===== src/rtl/dsp_mac_sequencer.sv =====
// rtl/dsp_mac_sequencer.sv - job sequencer feeding a pipelined DSP slice for signed multiply-accumulate.
// One handshake per product; enables and opmode are timed to the slice register stages (LAT >= 2).
module dsp_mac_sequencer #(
  parameter int LAT = 3
) (
  input  logic        CLK,
  input  logic        RST_N,
  input  logic        start,
  input  logic [7:0]  len,
  input  logic        sub,
  input  logic        s_valid,
  output logic        s_ready,
  input  logic [17:0] s_a,
  input  logic [17:0] s_b,
  output logic        busy,
  output logic        done,
  output logic [47:0] result,
  output logic [17:0] dsp_A,
  output logic [17:0] dsp_B,
  output logic [7:0]  dsp_OPMODE,
  output logic        dsp_CEA,
  output logic        dsp_CEB,
  output logic        dsp_CEP,
  output logic        dsp_CEM,
  output logic        dsp_CEOPMODE,
  output logic        dsp_RSTP,
  input  logic [47:0] dsp_P
);

  localparam int CW = $clog2(LAT) + 1;

  typedef enum logic [1:0] {IDLE, RUN, DRAIN, DONE} state_t;

  state_t      state_q, state_d;
  logic [7:0]  rem_q, rem_d;
  logic        sub_q, sub_d;
  logic        zero_q, zero_d;
  logic        first_q, first_d;
  logic        hs_first_q, hs_first_d;
  logic [CW-1:0] drain_q, drain_d;
  logic [LAT-1:0] vld_q, vld_d;
  logic        done_q, done_d;
  logic [47:0] result_q, result_d;
  logic [17:0] a_q, a_d;
  logic [17:0] b_q, b_d;
  logic [7:0]  opmode_q, opmode_d;
  logic        hs;

  assign hs = s_valid && (state_q == RUN);

  always_comb begin
    state_d    = state_q;
    rem_d      = rem_q;
    sub_d      = sub_q;
    zero_d     = zero_q;
    first_d    = first_q;
    drain_d    = drain_q;
    done_d     = 1'b0;
    result_d   = result_q;
    hs_first_d = hs && first_q;
    a_d        = hs ? s_a : a_q;
    b_d        = hs ? s_b : b_q;
    // Handshake flag travels one stage per slice register; stage 0 = CEA/CEB, last stage = CEP.
    vld_d      = vld_q;
    vld_d[0]   = hs;
    for (int i = 1; i < LAT; i++) begin
      vld_d[i] = vld_q[i-1];
    end
    opmode_d   = vld_q[0] ? {sub_q, (hs_first_q ? 7'b0000001 : 7'b0001001)} : opmode_q;

    case (state_q)
      IDLE: begin
        if (start && !done_q) begin
          sub_d = sub;
          if (len == 8'd0) begin
            zero_d  = 1'b1;
            state_d = DONE;
          end else begin
            zero_d  = 1'b0;
            rem_d   = len;
            first_d = 1'b1;
            state_d = RUN;
          end
        end
      end
      RUN: begin
        if (hs) begin
          rem_d   = rem_q - 8'd1;
          first_d = 1'b0;
          if (rem_q == 8'd1) begin
            drain_d = CW'(LAT - 1);
            state_d = DRAIN;
          end
        end
      end
      DRAIN: begin
        if (drain_q == '0) state_d = DONE;
        else               drain_d = drain_q - 1'b1;
      end
      DONE: begin
        result_d = zero_q ? 48'd0 : dsp_P;
        done_d   = 1'b1;
        state_d  = IDLE;
      end
      default: state_d = IDLE;
    endcase
  end

  always_ff @(posedge CLK) begin
    if (!RST_N) begin
      state_q    <= IDLE;
      rem_q      <= '0;
      sub_q      <= 1'b0;
      zero_q     <= 1'b0;
      first_q    <= 1'b0;
      hs_first_q <= 1'b0;
      drain_q    <= '0;
      vld_q      <= '0;
      done_q     <= 1'b0;
      result_q   <= '0;
      a_q        <= '0;
      b_q        <= '0;
      opmode_q   <= '0;
    end else begin
      state_q    <= state_d;
      rem_q      <= rem_d;
      sub_q      <= sub_d;
      zero_q     <= zero_d;
      first_q    <= first_d;
      hs_first_q <= hs_first_d;
      drain_q    <= drain_d;
      vld_q      <= vld_d;
      done_q     <= done_d;
      result_q   <= result_d;
      a_q        <= a_d;
      b_q        <= b_d;
      opmode_q   <= opmode_d;
    end
  end

  assign s_ready      = (state_q == RUN);
  assign busy         = (state_q != IDLE);
  assign done         = done_q;
  assign result       = result_q;
  assign dsp_A        = a_q;
  assign dsp_B        = b_q;
  assign dsp_OPMODE   = opmode_q;
  assign dsp_CEA      = vld_q[0];
  assign dsp_CEB      = vld_q[0];
  assign dsp_CEP      = vld_q[LAT-1];
  assign dsp_CEM      = 1'b1;
  assign dsp_CEOPMODE = 1'b1;
  assign dsp_RSTP     = ~RST_N;

endmodule

===== config.mk =====
export PLATFORM = sky130hd
export DESIGN_NAME = dsp_mac_sequencer
export DESIGN_NICKNAME = d
export VERILOG_FILES = /design/src/rtl/dsp_mac_sequencer.sv
export SDC_FILE = /design/constraint.sdc
export NUM_CORES = 1
export LEC_CHECK = 0
export ABC_AREA = 1
export BUFFER_PORTS_ARGS = -buffer_cell sky130_fd_sc_hd__buf_2
export CAP_MARGIN = 20
export CORE_UTILIZATION = 50
export CTS_CLUSTER_DIAMETER = 120
export DETAILED_ROUTE_END_ITERATION = 10
export HOLD_SLACK_MARGIN = 0.06
export PLACE_DENSITY_LB_ADDON = 0.15
export SLEW_MARGIN = 10
export SYNTH_ARGS = -nofsm -noshare
export SYNTH_HDL_FRONTEND = slang
export SYNTH_SLANG_ARGS = --single-unit

===== constraint.sdc =====
create_clock -name CLK -period 2.1 [get_ports CLK]
set_input_delay 0.105 -clock CLK [delete_from_list [all_inputs] [get_ports CLK]]
set_output_delay 0.105 -clock CLK [all_outputs]
set_load 0.05 [all_outputs]

==> qor.txt, run 1 <==
===============================================================================================
H-Tree Level Count                                                                            3
Instance area at placement                                                            5270 um^2
Part of the cycle the worst path needs                                                    87.1%
Global-route congestion overflow total                                                        0
Wire length of the first global-routing pass                                           20300 um
Setup repair after global routing missed its margin                                       false
Part of the power in registers                                                            37.3%
CTS sink cnt                                                                                108
Arrival time at the worst endpoint                                                      2120 ps
Final-report setup violation count                                                            0
Floorplan row count                                                                          33
Fraction of post-synthesis cell area in the top cell type by area                         49.9%
Detailed-route wire length                                                             13200 um
Pre-CTS setup slack                                                                      247 ps
Syn_area_per_cell                                                                     7.40 um^2
Post-Synthesis Cells                                                                        586
Pleak                                                                                   2.97 nW
Cell types with the highest counts after synthesis                                 nand2_1 (114), dfxtp_1 (108), nor2_1 (102)
Final Cell Area                                                                       6310 um^2
Net switching power                                                                     3.19 mW
Worst slew margin relative to its limit                                                   58.9%
Count of warnings emitted by yosys                                                            0
Power per standard cell area                                                       1120 nW/um^2
Number of max-slew violations in the final report                                             0
Worst setup path category                                                               reg2reg
Port Buffer Count                                                                           190
Slew at the pin with the worst max-slew slack                                            615 ps
Number of synthesized flops with an enable pin                                                0
Share of total power consumed by net switching                                            45.1%
# nets final                                                                                943
CTS tree                                                                                  built
Most area-consuming cells after synthesis                                          dfxtp_1 (50%), nand2_1 (9.9%), nor2_1 (8.8%), nand3_1 (7.4%), a21oi_1 (6.9%)
Vias in the first global route                                                             4390
Library cell with the highest instance count after synthesis                            nand2_1
Number of post-CTS setup repair buffers                                                       0
Worst endpoint required time                                                            2390 ps
Clock tree buffer depth                                                                       2
Top FF cell, synth                                                                      dfxtp_1
I/O pin count                                                                               198
Die height                                                                              95.1 um
Area of the die                                                                       9050 um^2
Critical Path Fanout Max                                                                     37
Detailed placement HPWL                                                                 7990 um
Post-layout minimum cycle time                                                          1830 ps
Maximum number of pins on one net before global-route repair                                 52
Final hold vios                                                                               0
Worst min path class                                                                     in2reg
Final core area utilization                                                               76.0%
Async SR Flop Fraction                                                                       0%
Total number of vias                                                                       4841
Overall global routing resource usage                                                     28.7%
Filler cell count in the final layout                                                       641
Antenna-violating nets left                                                                   0
Clock latency reported for the late side of the worst-skew pair                          360 ps
Maximum vdd ir drop                                                                    0.848 mV
Syn-to-layout area delta                                                                  45.5%
Last weighted congestion value of the routability-driven placer                           0.877
Layout Skew                                                                             15.5 ps
Endpoint type of the worst setup path                                                      flop
Status                                                                             complete, no violations
DRC violation total after the first TritonRoute iteration                                   210
Synthesized cell area                                                                 4340 um^2
Number of antenna violations at the first check in global routing                             0
Antenna Diode Count                                                                           0
Average wire per cell in the routed design                                              13.9 um
Root buffer cell                                                                       clkbuf_8
Post-route DRC                                                                                0
Internal Power                                                                          3.89 mW
Die W                                                                                   95.1 um
Inserted Clock Buffers                                                                        9
Clock share of power                                                                      17.3%
CP startpoint kind                                                                         flop
Highest Clock Rate                                                                      546 MHz
Setup slack of the critical path after layout                                            270 ps
Sequential fraction of the synthesis area                                                 49.9%
Distinct cell type count after synthesis                                                     25
Library cell occupying the most area in the post-synthesis netlist                      dfxtp_1
Clock input transition at the sequential cells of the worst setup and hold paths         100 ps
Avg Vias per Cell                                                                          5.12
Share of layout cells above drive strength 1                                              26.2%
Core footprint                                                                        8300 um^2
MaxCap Viol Count                                                                             0
Initial core utilization                                                                  52.2%
Aggregate negative setup slack                                                             0 ps
Synthesis-stage register bit count                                                          108
First-pass detailed-route iteration total                                                     5
Fraction of power consumed by combinational cells                                         45.4%
===============================================================================================
## metal layers
layer  part of all wire, %  up-vias  track usage (%)
met3                   7.9       35             7.81
li1                      -     2373                -
met4                   3.3        0             14.8
met1                    39     2204             33.1
met2                    50      229             48.4
met5                     0        -                0
## flip-flops by register name, summed over array words and instances (netlist names), 2 cells and up
name,flops
drain_q,3
dsp_A,18
dsp_B,18
dsp_OPMODE,3
rem_q,8
result,48
state_q,2
vld_q,3
## kinds of logic after synthesis
kind of cell,Yosys count,share of synthesized area [%]
simple gates,288,27.2
flops,108,49.9
compound gates,106,12.4
buf+inv,74,8.08
fa+ha+maj,8,2.31
other cells,2,0.173
## stage by stage
step / power, mW / hold slack, ps / instances
final: 7.08 / 87.4 / 946
after global routing: 7.55 / 113 / 946
after detailed placement: 5.71 / 363 / 847
after CTS: 7.06 / 72.8 / 946
after global placement: 5.64 / 354 / 847
after floorplan: 5.08 / 243 / 591
## cells in the final DEF (no fill, tap or decap), types with 2 or more instances in the layout
cell type        n
inv_2            3
clkinvlp_4       2
dlygate4sd3_1   85
o21ai_0         43
clkbuf_8         9
conb_1           7
buf_12           2
ha_1             7
nand3_1         64
o21ai_2          2
nor3_1           2
dfxtp_1        108
buf_2          190
nand4_1          2
nand2_1        114
a21oi_1         60
nand2_2          2
buf_4            4
nor2_1         102
inv_1           25
## worst max-delay path, stage by stage (launching register included)
cell and delay (ps):
dfxtp_1 340, inv_1 100, ha_1 410, nand2_2 150, inv_2 480, nor2_1 110, nor2_1 160
## layout make-up
cell class | instances | area, um^2 | share of cell area [%]
clock buffer | 9 | 124 | 1.96
clock inverter | 5 | 62.6 | 0.991
inverter | 29 | 110 | 1.74
multi-input combinational | 409 | 1850 | 29.3
sequential | 108 | 2160 | 34.3
tap | 105 | 131 | 2.08
timing repair buffer | 281 | 1870 | 29.7
## worst paths after layout
check	from	end	slack [ps]	depth (start not counted)
worst max-delay path	state_q[1]$_SDFFE_PN0P_	dsp_B[8]$_SDFFE_PN0N_	270	6
worst min-delay path	len[3]	rem_q[3]$_SDFFE_PN0P_	90	5
worst max register to register	state_q[1]$_SDFFE_PN0P_	dsp_B[8]$_SDFFE_PN0N_	270	6
worst min register to register	hs_first_q$_SDFF_PN0_	dsp_OPMODE[3]$_SDFFE_PN0P_	410	1
## power groups by stage
stage / registers (mW) / logic (mW) / clock network (mW)
after floorplan: 3.54 / 1.54 / 0
after global placement: 2.65 / 2.99 / 0
after detailed placement: 2.67 / 3.04 / 0
after CTS: 2.63 / 3.17 / 1.26
after global routing: 2.68 / 3.52 / 1.35
final: 2.64 / 3.21 / 1.23
## what timing repair did
item,CTS,global route
gates resized for setup,0,1
endpoints found under the setup margin,0,2
hold endpoints to repair,85,0
hold buffers,85,0
(Power assumes the default switching activity.)
==> run 2: changes to the inputs <==
Settings changed: PLACE_DENSITY set to 0.95, PLACE_DENSITY_LB_ADDON 0.15 to unset.
==> run 2 against run 1 <==
  * Largest power group unchanged
  * Maximum frequency is 6.5% lower
  * Power increased by 0.47%
  * Die area did not move
  * Critical endpoint is now dsp_B[1]$_SDFFE_PN0N_
  * Sequential power about the same
==> qor.txt, run 2 (synthesis gave the netlist of run 1 again) <==
===============================================================================================
Aggregate negative setup slack                                                             0 ps   unchanged
Reg-to-reg setup timing slack                                                            140 ps   -130 ps
Setup slack of the critical path after layout                                            142 ps   -128 ps
Share of layout cells above drive strength 1                                              26.1%   -0.062 points
CTS sink cnt                                                                                108   unchanged
Slew at the pin with the worst max-slew slack                                            639 ps   +23.2 ps
Worst slew margin relative to its limit                                                   57.4%   -1.6 points
Vias in the first global route                                                             4836   +10%
FF-to-FF Start                                                                     state_q[1]$_SDFFE_PN0P_
Post-layout minimum cycle time                                                          1960 ps   +128 ps
Area of the die                                                                       9050 um^2   unchanged
I/O pin count                                                                               198   unchanged
Layout Skew                                                                             14.5 ps   -0.985 ps
Number of max-slew violations in the final report                                             0   unchanged
Crit path from                                                                     state_q[1]$_SDFFE_PN0P_
Wire length of the first global-routing pass                                           23400 um   +15%
Max FFs per register                                                                         48   unchanged
Detailed placement HPWL                                                                 8130 um   +1.7%
Final-report setup violation count                                                            0   unchanged
Syn-to-layout area delta                                                                  44.9%
Status                                                                             complete, no violations
Worst hold slack                                                                        84.4 ps   -3.03 ps
Gates resized, CTS repair                                                                     0   unchanged
H-Tree Level Count                                                                            3   unchanged
Final hold vios                                                                               0   unchanged
# nets final                                                                                944   +0.11%
Port Buffer Count                                                                           190   unchanged
Number of antenna violations at the first check in global routing                             0   unchanged
Clock input transition at the sequential cells of the worst setup and hold paths         110 ps   about the same
Critical register-to-register path endpoint                                        dsp_B[1]$_SDFFE_PN0N_
Post-route DRC                                                                                0   unchanged
Leading cell types in the layout, fill and taps excluded                           buf_2 (190), nand2_1 (114), dfxtp_1 (108)
Power per standard cell area                                                       1130 nW/um^2   +0.91%
Global-route congestion overflow total                                                        0   unchanged
Pleak                                                                                   2.97 nW   about the same
Number of post-CTS setup repair buffers                                                       0   unchanged
Avg Vias per Cell                                                                          5.24   +2.4%
Die W                                                                                   95.1 um   unchanged
Setup repair after global routing missed its margin                                       false
Initial core utilization                                                                  52.2%   unchanged
Worst setup path category                                                               reg2reg
MaxCap Viol Count                                                                             0   unchanged
Antenna-violating nets left                                                                   0   unchanged
Part of the cycle the worst path needs                                                    93.2%   +6.1 points
Floorplan row count                                                                          33   unchanged
Worst min path class                                                                     in2reg
CP startpoint kind                                                                         flop
Maximum number of pins on one net before global-route repair                                 50   -3.8%
Core footprint                                                                        8300 um^2   unchanged
Final Cell Area                                                                       6280 um^2   -0.44%
Most common library cell in the layout ignoring fill and taps                             buf_2
Arrival time at the worst endpoint                                                      2240 ps   +120 ps
Worst endpoint required time                                                            2380 ps   about the same
Clock tree buffer depth                                                                       2   unchanged
Overall global routing resource usage                                                     33.9%   +5.2 points
Pre-CTS setup slack                                                                      287 ps   +40.4 ps
First-pass detailed-route iteration total                                                     5   unchanged
Antenna Diode Count                                                                           0   unchanged
Worst-case reg-to-reg path depth                                                              6   unchanged
Last weighted congestion value of the routability-driven placer                           0.901   +2.7%
DRC violation total after the first TritonRoute iteration                                   323   +54%
Die height                                                                              95.1 um   unchanged
Critical Path Fanout Max                                                                     37   unchanged
Maximum vdd ir drop                                                                    0.547 mV   -35%
Inserted Clock Buffers                                                                        9   unchanged
Worst setup path endpoint                                                          dsp_B[1]$_SDFFE_PN0N_
Instance area at placement                                                            5250 um^2   -0.33%
Clock latency reported for the late side of the worst-skew pair                          360 ps   about the same
Detailed-route wire length                                                             15000 um   +14%
CTS tree                                                                                  built
Root buffer cell                                                                       clkbuf_8
Average wire per cell in the routed design                                              15.8 um   +14%
Highest Clock Rate                                                                      511 MHz   -6.5%
Endpoint type of the worst setup path                                                      flop
Total number of vias                                                                       4970   +2.7%
Filler cell count in the final layout                                                       558   -13%
===============================================================================================
## run 2: changes by cell type in the layout (fill, tap and decap cells not counted)
cell        delta
buf_12         -2
buf_4          +3
bufinv_16      -1
clkbuf_8       +1
clkinv_1       +1
clkinv_2       +1
clkinvlp_4     -2
inv_2          -1
inv_6          +1
inv_8          +1
o21ai_1        +1
o21ai_2        -1
## run 2: worst min path at each step
stage / startpoint / end / slack (ps) / cells after the start
finish: len[4] / rem_q[4]$_SDFFE_PN0P_ / 80 / 5
global route: s_valid / vld_q[0]$_SDFF_PN0_ / 100 / 3
CTS: len[4] / rem_q[4]$_SDFFE_PN0P_ / 70 / 5
detailed placement: s_a[14] / dsp_A[14]$_SDFFE_PN0N_ / 360 / 3
global placement: s_a[6] / dsp_A[6]$_SDFFE_PN0N_ / 350 / 3
floorplan: RST_N / sub_q$_SDFFE_PN0P_ / 240 / 2
## run 2: timing repair
action                                  4_1_cts  5_1_grt
endpoints found under the hold margin        85        0
endpoints found under the setup margin        0        0
hold buffers                                 85        0
## run 2: metal layers
layer / share of wire [%] / wire, um / track usage, % / vias to the layer above
met1: 37 / 5470 / 36.4 / 2226
met4: 5.9 / 886 / 19.1 / 0
met5: 0 / 0 / 0 / -
met3: 7.5 / 1120 / 11.6 / 85
li1: - / - / - / 2381
met2: 50 / 7510 / 57.9 / 278
## run 2: area by class of cell
cell class	instances	area (um^2)	share of cell area [%]
Sequential cell	108	2160	34.4
Multi-Input combinational cell	409	1840	29.4
Tap cell	105	131	2.09
Timing Repair Buffer	282	1850	29.5
Clock buffer	10	138	2.19
Clock inverter	5	42.5	0.677
Inverter	29	110	1.75
## run 2: metrics by stage
stage | utilization [%] | total power [mW] | instances
detailed placement | 63.3 | 5.71 | 848
floorplan | - | 5.08 | 591
CTS | 75.7 | 7.01 | 948
finish | 75.7 | 7.11 | 948
global placement | 63.3 | 5.64 | 848
global route | 75.7 | 7.55 | 948
## run 2: critical path, stage by stage (launching register included)
cell	delay [ps]
dfxtp_1	340
inv_1	90
ha_1	400
nand2_2	200
inv_2	520
nor2_1	130
nor2_1	200
## run 2: where the power goes
part           internal, mW  switching, mW
registers              2.42          0.226
clock network         0.477          0.736
logic                 0.910           2.34
==> run 3: changes to the inputs <==
Settings changed: CELL_PAD_IN_SITES_DETAIL_PLACEMENT set to 1, CELL_PAD_IN_SITES_GLOBAL_PLACEMENT set to 1, CORE_UTILIZATION 50 to 34, MAX_ROUTING_LAYER set to met4.
==> run 3 against run 2 <==
  * Non-clock buffer count decreased by 1
  * Sequential power barely moved
  * Clock power increased by 47%
  * Critical path type unchanged
==> qor.txt, run 3 (synthesis gave the netlist of run 1 again) <==
===============================================================================================
Status                                                                             complete, no violations
Final-report setup violation count                                                            0   unchanged
DRC violation total after the first TritonRoute iteration                                   268   -17%
Die height                                                                               115 um   +21%
Layout Skew                                                                             9.79 ps   -4.71 ps
Count of placed standard cells including taps                                               912   +7.5%
Clock input transition at the sequential cells of the worst setup and hold paths          70 ps   -40 ps
Endpoint type of the worst setup path                                                      flop
Post-layout minimum cycle time                                                          1750 ps   -212 ps
Number of antenna violations at the first check in global routing                             1   +1
Inserted Clock Buffers                                                                        9   unchanged
Max FFs per register                                                                         48   unchanged
Most common library cell in the layout ignoring fill and taps                             buf_2
Last weighted congestion value of the routability-driven placer                           0.861   -4.4%
Reg-to-reg setup timing slack                                                            350 ps   +210 ps
Gates resized, CTS repair                                                                     0   unchanged
Worst endpoint required time                                                            2360 ps   -20 ps
MaxCap Viol Count                                                                             0   unchanged
Setup slack of the critical path after layout                                            355 ps   +212 ps
Total number of vias                                                                       4966   -0.080%
Arrival time at the worst endpoint                                                      2000 ps   -240 ps
Slew at the pin with the worst max-slew slack                                            564 ps   -75.1 ps
CTS tree                                                                                  built
# nets final                                                                                943   -0.11%
Share of layout cells above drive strength 1                                              26.3%   +0.24 points
Share of total power consumed by net switching                                            44.7%   -1.7 points
Slowest Stage Delay on Critical Path                                                     360 ps   -160 ps
Detailed placement HPWL                                                                 9800 um   +21%
Worst path cell trace                                                              inv_1 -> ha_1 -> nand2_2 -> o21ai_2 -> nand2_1 -> clkinv_2 -> nand2_2 -> nand2_1 -> nand2_1 -> nor2_1
Part of the power in registers                                                            34.1%   -3.1 points
Highest Clock Rate                                                                      573 MHz   +12%
Core footprint                                                                       12200 um^2   +47%
Internal Power                                                                          4.30 mW   +13%
Number of max-slew violations in the final report                                             0   unchanged
Overall global routing resource usage                                                     26.9%   -7.0 points
H-Tree Level Count                                                                            3   unchanged
Worst-case reg-to-reg path depth                                                             10   +4
Initial core utilization                                                                  35.5%   -17 points
Pleak                                                                                   3.03 nW   +2.0%
Post-route DRC                                                                                0   unchanged
Fraction of power consumed by combinational cells                                         43.0%   -2.7 points
Vias in the first global route                                                             5305   +9.7%
Critical register-to-register path endpoint                                        rem_q[6]$_SDFFE_PN0P_
Final Non-Filler Cells                                                                     1012   +6.8%
CTS sink cnt                                                                                108   unchanged
Combined buffer and inverter count along the critical path                                    2   unchanged
Global-route congestion overflow total                                                        0   unchanged
Setup repair after global routing missed its margin                                       false
First-pass detailed-route iteration total                                                     4   -1
Syn-to-layout area delta                                                                  50.0%
Part of the cycle the worst path needs                                                    83.1%   -10 points
Clock latency reported for the late side of the worst-skew pair                          360 ps   about the same
Clock share of power                                                                      22.9%   +5.9 points
Startpoint of the lowest-slack hold path                                              dsp_P[14]
Maximum number of pins on one net before global-route repair                                 52   +4.0%
Hold Path Stages                                                                              3   -2
Antenna-violating nets left                                                                   0   unchanged
Worst min path class                                                                     in2reg
Hold Crit Endpoint                                                                 result[14]$_SDFFE_PN0P_
CP max-delay cell                                                                       dfxtp_1
I/O pin count                                                                               198   unchanged
Clock tree buffer depth                                                                       2   unchanged
Worst slew margin relative to its limit                                                   62.2%   +4.8 points
Maximum vdd ir drop                                                                    0.503 mV   -8.0%
Floorplan row count                                                                          40   +21%
Avg Vias per Cell                                                                          4.91   -6.4%
Worst setup path category                                                               reg2reg
Cell family with the largest share of critical-path delay                          simple AND/OR/NAND/NOR gates
Pre-CTS setup slack                                                                      387 ps   +99.7 ps
Port Buffer Count                                                                           190   unchanged
Detailed-route wire length                                                             17300 um   +15%
Cell with the most instances on the worst path                                          nand2_1
Critical Path Fanout Max                                                                     12   -68%
Wire length of the first global-routing pass                                           26500 um   +13%
Final hold vios                                                                               0   unchanged
Power per standard cell area                                                       1200 nW/um^2   +5.6%
Leading cell types in the layout, fill and taps excluded                           buf_2 (190), nand2_1 (114), dfxtp_1 (108)
FF-to-FF Start                                                                     state_q[1]$_SDFFE_PN0P_
Aggregate negative setup slack                                                             0 ps   unchanged
Filler cell count in the final layout                                                      1556   +180%
Net switching power                                                                     3.48 mW   +5.3%
CP startpoint kind                                                                         flop
Worst hold slack                                                                        61.0 ps   -23.4 ps
Root buffer cell                                                                      clkbuf_16
Area of the die                                                                      13200 um^2   +46%
Average wire per cell in the routed design                                              17.1 um   +7.8%
Die W                                                                                    115 um   +21%
===============================================================================================
[run 3: how the worst max path moves through the flow]
stage	cells after the start	startpoint	slack, ps	to
CTS	10	state_q[1]$_SDFFE_PN0P_	360	rem_q[6]$_SDFFE_PN0P_
finish	10	state_q[1]$_SDFFE_PN0P_	350	rem_q[6]$_SDFFE_PN0P_
floorplan	11	state_q[1]$_SDFFE_PN0P_	290	rem_q[3]$_SDFFE_PN0P_
detailed placement	10	state_q[1]$_SDFFE_PN0P_	390	rem_q[6]$_SDFFE_PN0P_
global route	10	state_q[1]$_SDFFE_PN0P_	180	rem_q[3]$_SDFFE_PN0P_
global placement	10	state_q[1]$_SDFFE_PN0P_	490	rem_q[3]$_SDFFE_PN0P_
[run 3: through the flow]
stage | instance area (um^2) | power [mW] | utilization, %
floorplan | 4350 | 5.08 | -
global placement | 5360 | 5.72 | 43.9
detailed placement | 5360 | 5.82 | 43.9
CTS | 6500 | 7.74 | 53.2
global route | 6500 | 8.23 | 53.3
finish | 6500 | 7.78 | 53.3
[run 3: what timing repair did]
item / CTS / global route
hold buffers: 83 / 0
buffers inserted: 0 / 0
hold endpoints to repair: 83 / 0
[run 3: cell type report]
cell class	instances	area (um^2)	area share, %
Antenna cell	1	2.50	0.0385
Tap cell	168	210	3.23
Sequential cell	108	2160	33.2
Clock inverter	7	82.6	1.27
Multi-Input combinational cell	409	1840	28.4
Timing Repair Buffer	281	1870	28.7
Clock buffer	9	225	3.46
Inverter	29	110	1.69
[run 3: power groups by stage]
stage / logic, mW / registers, mW / clock network, mW
after detailed placement: 3.14 / 2.68 / 0
after global placement: 3.07 / 2.65 / 0
after floorplan: 1.54 / 3.54 / 0
after CTS: 3.29 / 2.63 / 1.82
final: 3.34 / 2.65 / 1.78
after global routing: 3.65 / 2.69 / 1.89
[run 3: tightest hold or removal path, cell delays in order]
cell and delay [ps]:
buf_2 110, nand3_1 90, a21oi_1 70
[run 3: per-layer routing]
layer	share of wire [%]	global-route usage, %
met3	5.7	7.17
met1	39	27.1
met2	52	48.0
met4	4.1	13.0
met5	0	-
